$ cat src/rtl/seq_divider_if.sv
// Request/result bundle between the EX stage and the sequential divider.
interface seq_divider_if #(
  parameter int unsigned WIDTH = 32
);
  logic             start;
  logic             is_signed;
  logic [WIDTH-1:0] dividend;
  logic [WIDTH-1:0] divisor;
  logic             busy;
  logic             done;
  logic [WIDTH-1:0] quotient;
  logic [WIDTH-1:0] remainder;
  logic             div_by_zero;

  modport master (
    output start, is_signed, dividend, divisor,
    input  busy, done, quotient, remainder, div_by_zero
  );

  modport slave (
    input  start, is_signed, dividend, divisor,
    output busy, done, quotient, remainder, div_by_zero
  );
endinterface

$ cat src/rtl/seq_divider.sv
// Multicycle restoring shift-and-subtract divider, one quotient bit per clock,
// serving DIV/DIVU/REM/REMU with sign fix-up applied after the magnitude loop.
module seq_divider #(
  parameter int unsigned WIDTH = 32
) (
  input  logic         clk,
  input  logic         rst,
  seq_divider_if.slave bus
);
  localparam int unsigned CW = (WIDTH > 1) ? $clog2(WIDTH) : 1;

  typedef enum logic [1:0] {IDLE, CALC, FIX} state_t;

  state_t           state, state_nx;
  logic [CW-1:0]    count;
  logic [WIDTH-1:0] rem, quo, dvs;
  logic             neg_q, neg_r, dz;
  logic [WIDTH-1:0] quotient_r, remainder_r;
  logic             done_r, dz_r;
  logic             accept;
  logic             sgn_a, sgn_b;
  logic [WIDTH-1:0] dvd_abs, dvs_abs;
  logic [WIDTH:0]   trial;

  // Operand sign/magnitude and the trial subtraction for the current bit.
  always_comb begin
    sgn_a   = bus.is_signed & bus.dividend[WIDTH-1];
    sgn_b   = bus.is_signed & bus.divisor[WIDTH-1];
    dvd_abs = sgn_a ? -bus.dividend : bus.dividend;
    dvs_abs = sgn_b ? -bus.divisor  : bus.divisor;
    trial   = {rem, quo[WIDTH-1]} - {1'b0, dvs};
    // The done cycle follows FIX with state already IDLE; gating on done_r
    // keeps that cycle part of the busy window so a start there is ignored.
    accept  = (state == IDLE) && !done_r && bus.start;
  end

  // State register.
  always_ff @(posedge clk) begin
    if (rst) state <= IDLE;
    else     state <= state_nx;
  end

  // Next-state logic.
  always_comb begin
    state_nx = state;
    case (state)
      IDLE: if (accept) state_nx = (bus.divisor == '0) ? FIX : CALC;
      CALC: if (count == CW'(WIDTH - 1)) state_nx = FIX;
      FIX:  state_nx = IDLE;
      default: state_nx = IDLE;
    endcase
  end

  // Datapath: operand capture, one restoring step per CALC cycle, sign fix-up.
  always_ff @(posedge clk) begin
    if (rst) begin
      count       <= '0;
      rem         <= '0;
      quo         <= '0;
      dvs         <= '0;
      neg_q       <= 1'b0;
      neg_r       <= 1'b0;
      dz          <= 1'b0;
      quotient_r  <= '0;
      remainder_r <= '0;
      dz_r        <= 1'b0;
      done_r      <= 1'b0;
    end else begin
      done_r <= (state == FIX);
      case (state)
        IDLE: begin
          if (accept) begin
            quotient_r  <= '0;
            remainder_r <= '0;
            dz_r        <= 1'b0;
            count       <= '0;
            dvs         <= dvs_abs;
            if (bus.divisor == '0) begin
              // Divide-by-zero result is staged directly; no sign fix-up.
              dz    <= 1'b1;
              quo   <= '1;
              rem   <= bus.dividend;
              neg_q <= 1'b0;
              neg_r <= 1'b0;
            end else begin
              dz    <= 1'b0;
              quo   <= dvd_abs;
              rem   <= '0;
              neg_q <= sgn_a ^ sgn_b;
              neg_r <= sgn_a;
            end
          end
        end
        CALC: begin
          count <= count + CW'(1);
          if (!trial[WIDTH]) begin
            rem <= trial[WIDTH-1:0];
            quo <= {quo[WIDTH-2:0], 1'b1};
          end else begin
            rem <= {rem[WIDTH-2:0], quo[WIDTH-1]};
            quo <= {quo[WIDTH-2:0], 1'b0};
          end
        end
        FIX: begin
          quotient_r  <= neg_q ? -quo : quo;
          remainder_r <= neg_r ? -rem : rem;
          dz_r        <= dz;
        end
        default: ;
      endcase
    end
  end

  // Outputs.
  always_comb begin
    bus.busy        = (state != IDLE) || done_r;
    bus.done        = done_r;
    bus.quotient    = quotient_r;
    bus.remainder   = remainder_r;
    bus.div_by_zero = dz_r;
  end
endmodule

$ cat src/flat_wrapper.sv
// flat-port wrapper written by rule: the top's interface ports become plain ports
module seq_divider_flat 
#(
  parameter int unsigned WIDTH = 32
)
  (clk, rst, bus_start, bus_is_signed, bus_dividend, bus_divisor, bus_busy, bus_done, bus_quotient, bus_remainder, bus_div_by_zero);
  seq_divider_if #(.WIDTH(WIDTH)) bus_i ();
  input  logic clk;
  input  logic rst;
  input wire logic [$bits(bus_i.start)-1:0] bus_start;
  input wire logic [$bits(bus_i.is_signed)-1:0] bus_is_signed;
  input wire logic [$bits(bus_i.dividend)-1:0] bus_dividend;
  input wire logic [$bits(bus_i.divisor)-1:0] bus_divisor;
  output wire logic [$bits(bus_i.busy)-1:0] bus_busy;
  output wire logic [$bits(bus_i.done)-1:0] bus_done;
  output wire logic [$bits(bus_i.quotient)-1:0] bus_quotient;
  output wire logic [$bits(bus_i.remainder)-1:0] bus_remainder;
  output wire logic [$bits(bus_i.div_by_zero)-1:0] bus_div_by_zero;
  assign bus_i.start = bus_start;
  assign bus_i.is_signed = bus_is_signed;
  assign bus_i.dividend = bus_dividend;
  assign bus_i.divisor = bus_divisor;
  assign bus_busy = bus_i.busy;
  assign bus_done = bus_i.done;
  assign bus_quotient = bus_i.quotient;
  assign bus_remainder = bus_i.remainder;
  assign bus_div_by_zero = bus_i.div_by_zero;
  seq_divider #(.WIDTH(WIDTH)) u_core (.clk(clk), .rst(rst), .bus(bus_i));
endmodule
$ cat config.mk
export PLATFORM = sky130hd
export DESIGN_NAME = seq_divider_flat
export DESIGN_NICKNAME = d
export VERILOG_FILES = /design/src/rtl/seq_divider_if.sv /design/src/rtl/seq_divider.sv /design/src/flat_wrapper.sv
export SDC_FILE = /design/constraint.sdc
export NUM_CORES = 1
export LEC_CHECK = 0
export CAP_MARGIN = 20
export CORE_MARGIN = 4
export CORE_UTILIZATION = 62
export DETAILED_ROUTE_END_ITERATION = 12
export GPL_ROUTABILITY_DRIVEN = 1
export PLACE_DENSITY = 0.95
export RECOVER_POWER = 50
export SETUP_SLACK_MARGIN = 0.02
export SYNTH_ARGS = -nofsm -noshare
export SYNTH_HDL_FRONTEND = slang
export SYNTH_SLANG_ARGS = --single-unit
$ cat constraint.sdc
create_clock -name clk -period 7.6 [get_ports clk]
set_input_delay 1.14 -clock clk [delete_from_list [all_inputs] [get_ports clk]]
set_output_delay 1.14 -clock clk [all_outputs]
set_load 0.02 [all_outputs]
Word level (Yosys, flattened, before mapping)
Index checks and enable logic that the tools add are counted.
Widths: inputs -> output; s select.
{ "classes": {"add_sub_neg": 6, "eq_ne": 5, "n_mux": 26, "bitwise": 3, "reduce_logical": 13} }
{ "ops": {"columns": ["op", "n"], "rows": [
  ["$mux 32", 10],
  ["$pmux 32 s2", 4],
  ["$neg 32->32", 4],
  ["$sub 33x32->33", 1],
  ["$logic_not 32->1", 1],
  ["$pmux 5 s2", 1],
  ["$reduce_and 2->1", 4],
  ["$mux 2", 3],
  ["$reduce_bool 2->1", 3],
  ["$add 5x1->5 const B", 1],
  ["$eq 5x5->1 const B", 1],
  ["$mux 1", 5],
  ["$mux 5", 1],
  ["$ne 2x1->1 const B", 2],
  ["$pmux 2 s2", 1],
  ["$and 1x1->1", 2],
  ["$eq 2x1->1 const B", 1],
  ["$eq 2x2->1 const B", 1],
  ["$logic_and 1x1->1", 2],
  ["$logic_not 2->1", 1],
  ["$pmux 1 s2", 1],
  ["$logic_not 1->1", 1],
  ["$logic_or 1x1->1", 1],
  ["$xor 1x1->1", 1]
]} }
{ "totals": {"ff_bits": 172, "inputBits": 68, "elab_cells": 65} }

Longest topological paths before layout
{ "logic_depth": {"depth_word": 5, "mapped_depth": 14, "ltp_nobuf": 12} }

Least setup slack after synthesis
No wires, ideal clock.
{ "synth_path": {"kind": "input-to-reg", "startpoint": "input port bus_divisor[3]", "endpoint": "register u_core.dvs[29]", "setup_time_ps": 86, "arrival_time_ps": 3345, "setup_slack_ps": 4170, "path_stages": 9, "path_buffers": 1, "path_cell_list": "or3_1 or4_1 nor4_1 and2_1 clkbuf_1 nand2_1 o41ai_1 xor2_1 a211oi_1"} }
{ "synth_via": {"elab_chain_cells": 2} }
{ "synth_lines": {"columns": ["item", "line_no", "rtl"], "rows": [
  ["from (decl)", "flat_wrapper.sv:13", "input wire logic [$bits(bus_i.divisor)-1:0] bus_divisor;"],
  ["$neg 32->32", "seq_divider.sv:30", "dvs_abs = sgn_b ? -bus.divisor : bus.divisor;"],
  ["$mux 32", "seq_divider.sv:30", null],
  ["to (signal assigned)", "seq_divider.sv:77", "dvs <= dvs_abs;"],
  ["to (decl)", "seq_divider.sv:16", "logic [WIDTH-1:0] rem, quo, dvs;"]
]} }
Every way passes these cells.
A chain may end at the register's enable or synchronous reset.

Worst setup path after layout
{ "layout_path": {"startpoint": "input port rst", "endpoint": "register u_core.quo[11]"} }
{ "layout_lines": {"columns": ["item", "line_no", "rtl"], "rows": [
  ["from (decl)", "flat_wrapper.sv:9", "input logic rst;"],
  ["to (signal assigned)", "seq_divider.sv:87", "quo <= dvd_abs;"],
  ["to (signal assigned)", "seq_divider.sv:98", "quo <= {quo[WIDTH-2:0], 1'b1};"],
  ["to (signal assigned)", "seq_divider.sv:101", "quo <= {quo[WIDTH-2:0], 1'b0};"],
  ["to (decl)", "seq_divider.sv:16", null]
]} }
No word-level cell between the ends.

==> impl_metrics.py <==
metrics = {
    "critical_path": {
        "r2r_setup_slack_ns": 3.23,
        "cp_max_fo": 103,
        "setup.worst_path.class": "primary input to register",
        "crit_chain": "clkbuf_2 > clkbuf_1 > a2111oi_0",
        "critPathLaunchType": "primary input",
        "cp_slowest_cell": "clkbuf_1",
        "worstPathRequired_ns": 7.68,
        "cp.arrival_ns": 5.69,
        "cp-end-kind": "register",
        "slowest_delay_ns": 3.13,
    },
    "sta": {
        "fmaxAchievable_mhz": 178,
        "whs_ns": 0.459,
        "hold_viol_final": 0,
        "setup_violations": 0,
        "worst_slew_pin_slew_ns": 4.38,
        "final.setup_skew_ns": 0.00840,
        "min_period_over_period": 0.738,
        "drv_slew": 104,
        "post-route-min-period_ns": 5.61,
        "finalSetupTns_ns": 0,
        "grt_setup_unrepaired": "no",
        "max-slew-margin-rel": -1.92,
    },
    "placed_design": {
        "dpl-instance-area_um2": 12700,
        "hpwl_mm": 25.2,
        "gp_congestion": 0.968,
        "io_buffers": 134,
    },
    "yosys": {
        "syn_area_per_cell_um2": 7.43,
        "netlist_area_um2": 11400,
        "ys_warn_count": 0,
        "ys_seq_elements": 172,
        "synth-edff-count": 0,
        "synth_flop_cell": "dfxtp_1",
        "ys_types": 65,
        "yosysSeqAreaShare": 0.302,
        "syn_inst": 1535,
        "synthesis.nets": 1642,
        "async_reset_ff_frac": 0,
    },
    "drt": {
        "wl_per_cell_um": 19.0,
        "drt_pre_antenna_iters": 9,
        "vias": 11900,
        "drtAntennaViolNets": 0,
        "vias_per_cell": 6.52,
        "drcViolationCount": 0,
        "drt_iter0_markers": 1238,
        "drt-total-wl_mm": 34.8,
    },
    "cts": {
        "clk_pin_slew_ns": 0.07,
        "cts_htree_levels": 4,
        "worstSkewPairLatency_ns": 0.44,
        "cts_buffer_depth": 2,
        "root_buffer": "clkbuf_16",
        "cts_resized": 0,
        "cts.sinks": 172,
        "post_cts_buffers": 0,
        "hold_buffers": 0,
        "cts_tree": "built",
        "numCtsBuffers": 17,
    },
    "floorplan": {
        "core-area_um2": 18000,
        "die_h_um": 144,
        "fp.dieArea_um2": 20600,
        "start_util": 0.633,
        "die_w_um": 144,
        "rows": 49,
        "io_pins": 135,
    },
    "global_routing": {
        "grt_max_degree": 107,
        "grt_first_pass_wirelength_mm": 54.5,
        "grt-ovfl-total": 0,
        "grt_usage": 0.327,
        "antenna_found_initial": 0,
        "grt_pass1_vias": 10800,
    },
    "layout": {
        "fillers": 1390,
        "finish.utilization": 0.738,
        "antenna_cells": 0,
        "area_growth_pct": 16.7,
        "layout_commonest_cell": "a21oi_1",
        "drive_gt1_frac": 0.0437,
        "nets": 1695,
        "layout.area.seq_um2": 3440,
        "final_cell_mix": "187 x a21oi_1, 172 x dfxtp_1, 158 x nor2_1, 138 x nand2_1, 89 x xnor2_1",
        "final_area_um2": 13300,
        "multi_input_area_um2": 7340,
    },
    "flow_run": {
        "maxCapViolCount": 1,
    },
    "power_and_ir_drop": {
        "leakagePower_nw": 4.95,
        "swShare": 0.379,
        "powerDensity_nw_per_um2": 220,
        "sequentialPowerShare": 0.360,
        "power.internal_mw": 1.82,
        "p_sw_mw": 1.11,
        "vdd_drop_max_mv": 0.193,
        "clock_power_share": 0.302,
        "p_comb_frac": 0.338,
    },
    "run_status": {
        "status": "finished, violations left",
        "violations": "capacitance limit, slew limit",
    },
    "worst_hold_path": {
        "hp-class": "register to register",
    },
}
[synth_stat cells, types with 10 or more instances]
cell / number / area, um^2
a211oi_1: 50 / 375
a21o_1: 12 / 90.1
a21oi_1: 187 / 936
a31oi_1: 33 / 206
and2_1: 10 / 62.6
and3_1: 13 / 81.3
buf_1: 13 / 48.8
clkbuf_1: 90 / 338
dfxtp_1: 172 / 3440
ha_1: 38 / 475
inv_1: 59 / 221
nand2_1: 139 / 522
nand2b_1: 14 / 87.6
nand3_1: 69 / 345
nand4_1: 10 / 62.6
nor2_1: 159 / 597
nor2b_1: 11 / 68.8
nor3_1: 38 / 190
nor4_1: 15 / 93.8
o21a_1: 10 / 75.1
o21ai_0: 65 / 325
o31ai_1: 28 / 210
o41ai_1: 11 / 96.3
or3_1: 12 / 75.1
or4_1: 17 / 128
xnor2_1: 89 / 780
xor2_1: 48 / 420
[cell families (layout without fill, tap and decap cells)]
| kind of cell | Yosys count | count (layout) | share of synthesized area |
|---|---|---|---|
| and+or+nand+nor | 536 | 536 | 0.224 |
| AOI/OAI and AO/OA | 475 | 475 | 0.263 |
| DFF | 172 | 172 | 0.302 |
| buffers and inverters | 170 | 236 | 0.0568 |
| xor gates and xnor gates | 137 | 137 | 0.105 |
| adders and majority gates | 39 | 39 | 0.0434 |
| muxes | 6 | 6 | 0.00527 |
[state kept, by name, indices dropped and copies added (netlist names), 2 cells and up]
| name | cells |
|---|---|
| u_core.dvs | 32 |
| u_core.count | 5 |
| u_core.quo | 32 |
| u_core.bus.quotient | 32 |
| u_core.rem | 32 |
| u_core.bus.remainder | 32 |
| u_core.state | 2 |
[worst paths after layout]
path,endpoint,startpoint,cells after the start
worst min register to register,u_core.bus.div_by_zero,u_core.dz,2
worst max register to register,u_core.rem[20],u_core.quo[31],13
worst max-delay path,u_core.quo[11],rst,3
worst min-delay path,u_core.bus.div_by_zero,u_core.dz,2
[through the flow]
stage	setup slack [ns]	total power, mW	std cells
global placement	2.75	1.99	1797
finish	1.99	2.93	1830
CTS	3.08	2.89	1829
detailed placement	2.67	2.02	1797
floorplan	4.17	1.76	1535
global route	1.52	3.06	1830
[critical path: cells and delay by family]
kind / cells / cell delay, ns
AO/OA/AOI/OAI: 1 / 0.35
buffers and inverters: 2 / 4.18
[layer usage]
layer	vias to the layer above	GRT usage	routed length [um]
met5	-	0	0
li1	5637	-	-
met4	0	0.147	1480
met1	5489	0.423	13800
met3	131	0.0616	3860
met2	681	0.532	15700
[area by class of cell]
| cell class | instances | area share |
|---|---|---|
| Inverter | 59 | 0.0166 |
| Clock inverter | 15 | 0.0130 |
| Timing Repair Buffer | 145 | 0.107 |
| Clock buffer | 17 | 0.0320 |
| Tap cell | 229 | 0.0215 |
| Multi-Input combinational cell | 1193 | 0.551 |
| Sequential cell | 172 | 0.259 |
[power groups by stage]
stage	Sequential, mW	Combinational [mW]	Clock, mW
floorplan	1.03	0.732	0
global placement	1.06	0.924	0
detailed placement	1.07	0.950	0
CTS	1.05	0.962	0.883
global route	1.06	1.08	0.924
finish	1.06	0.989	0.885
Note: power is estimated with default switching activity, not from simulation.
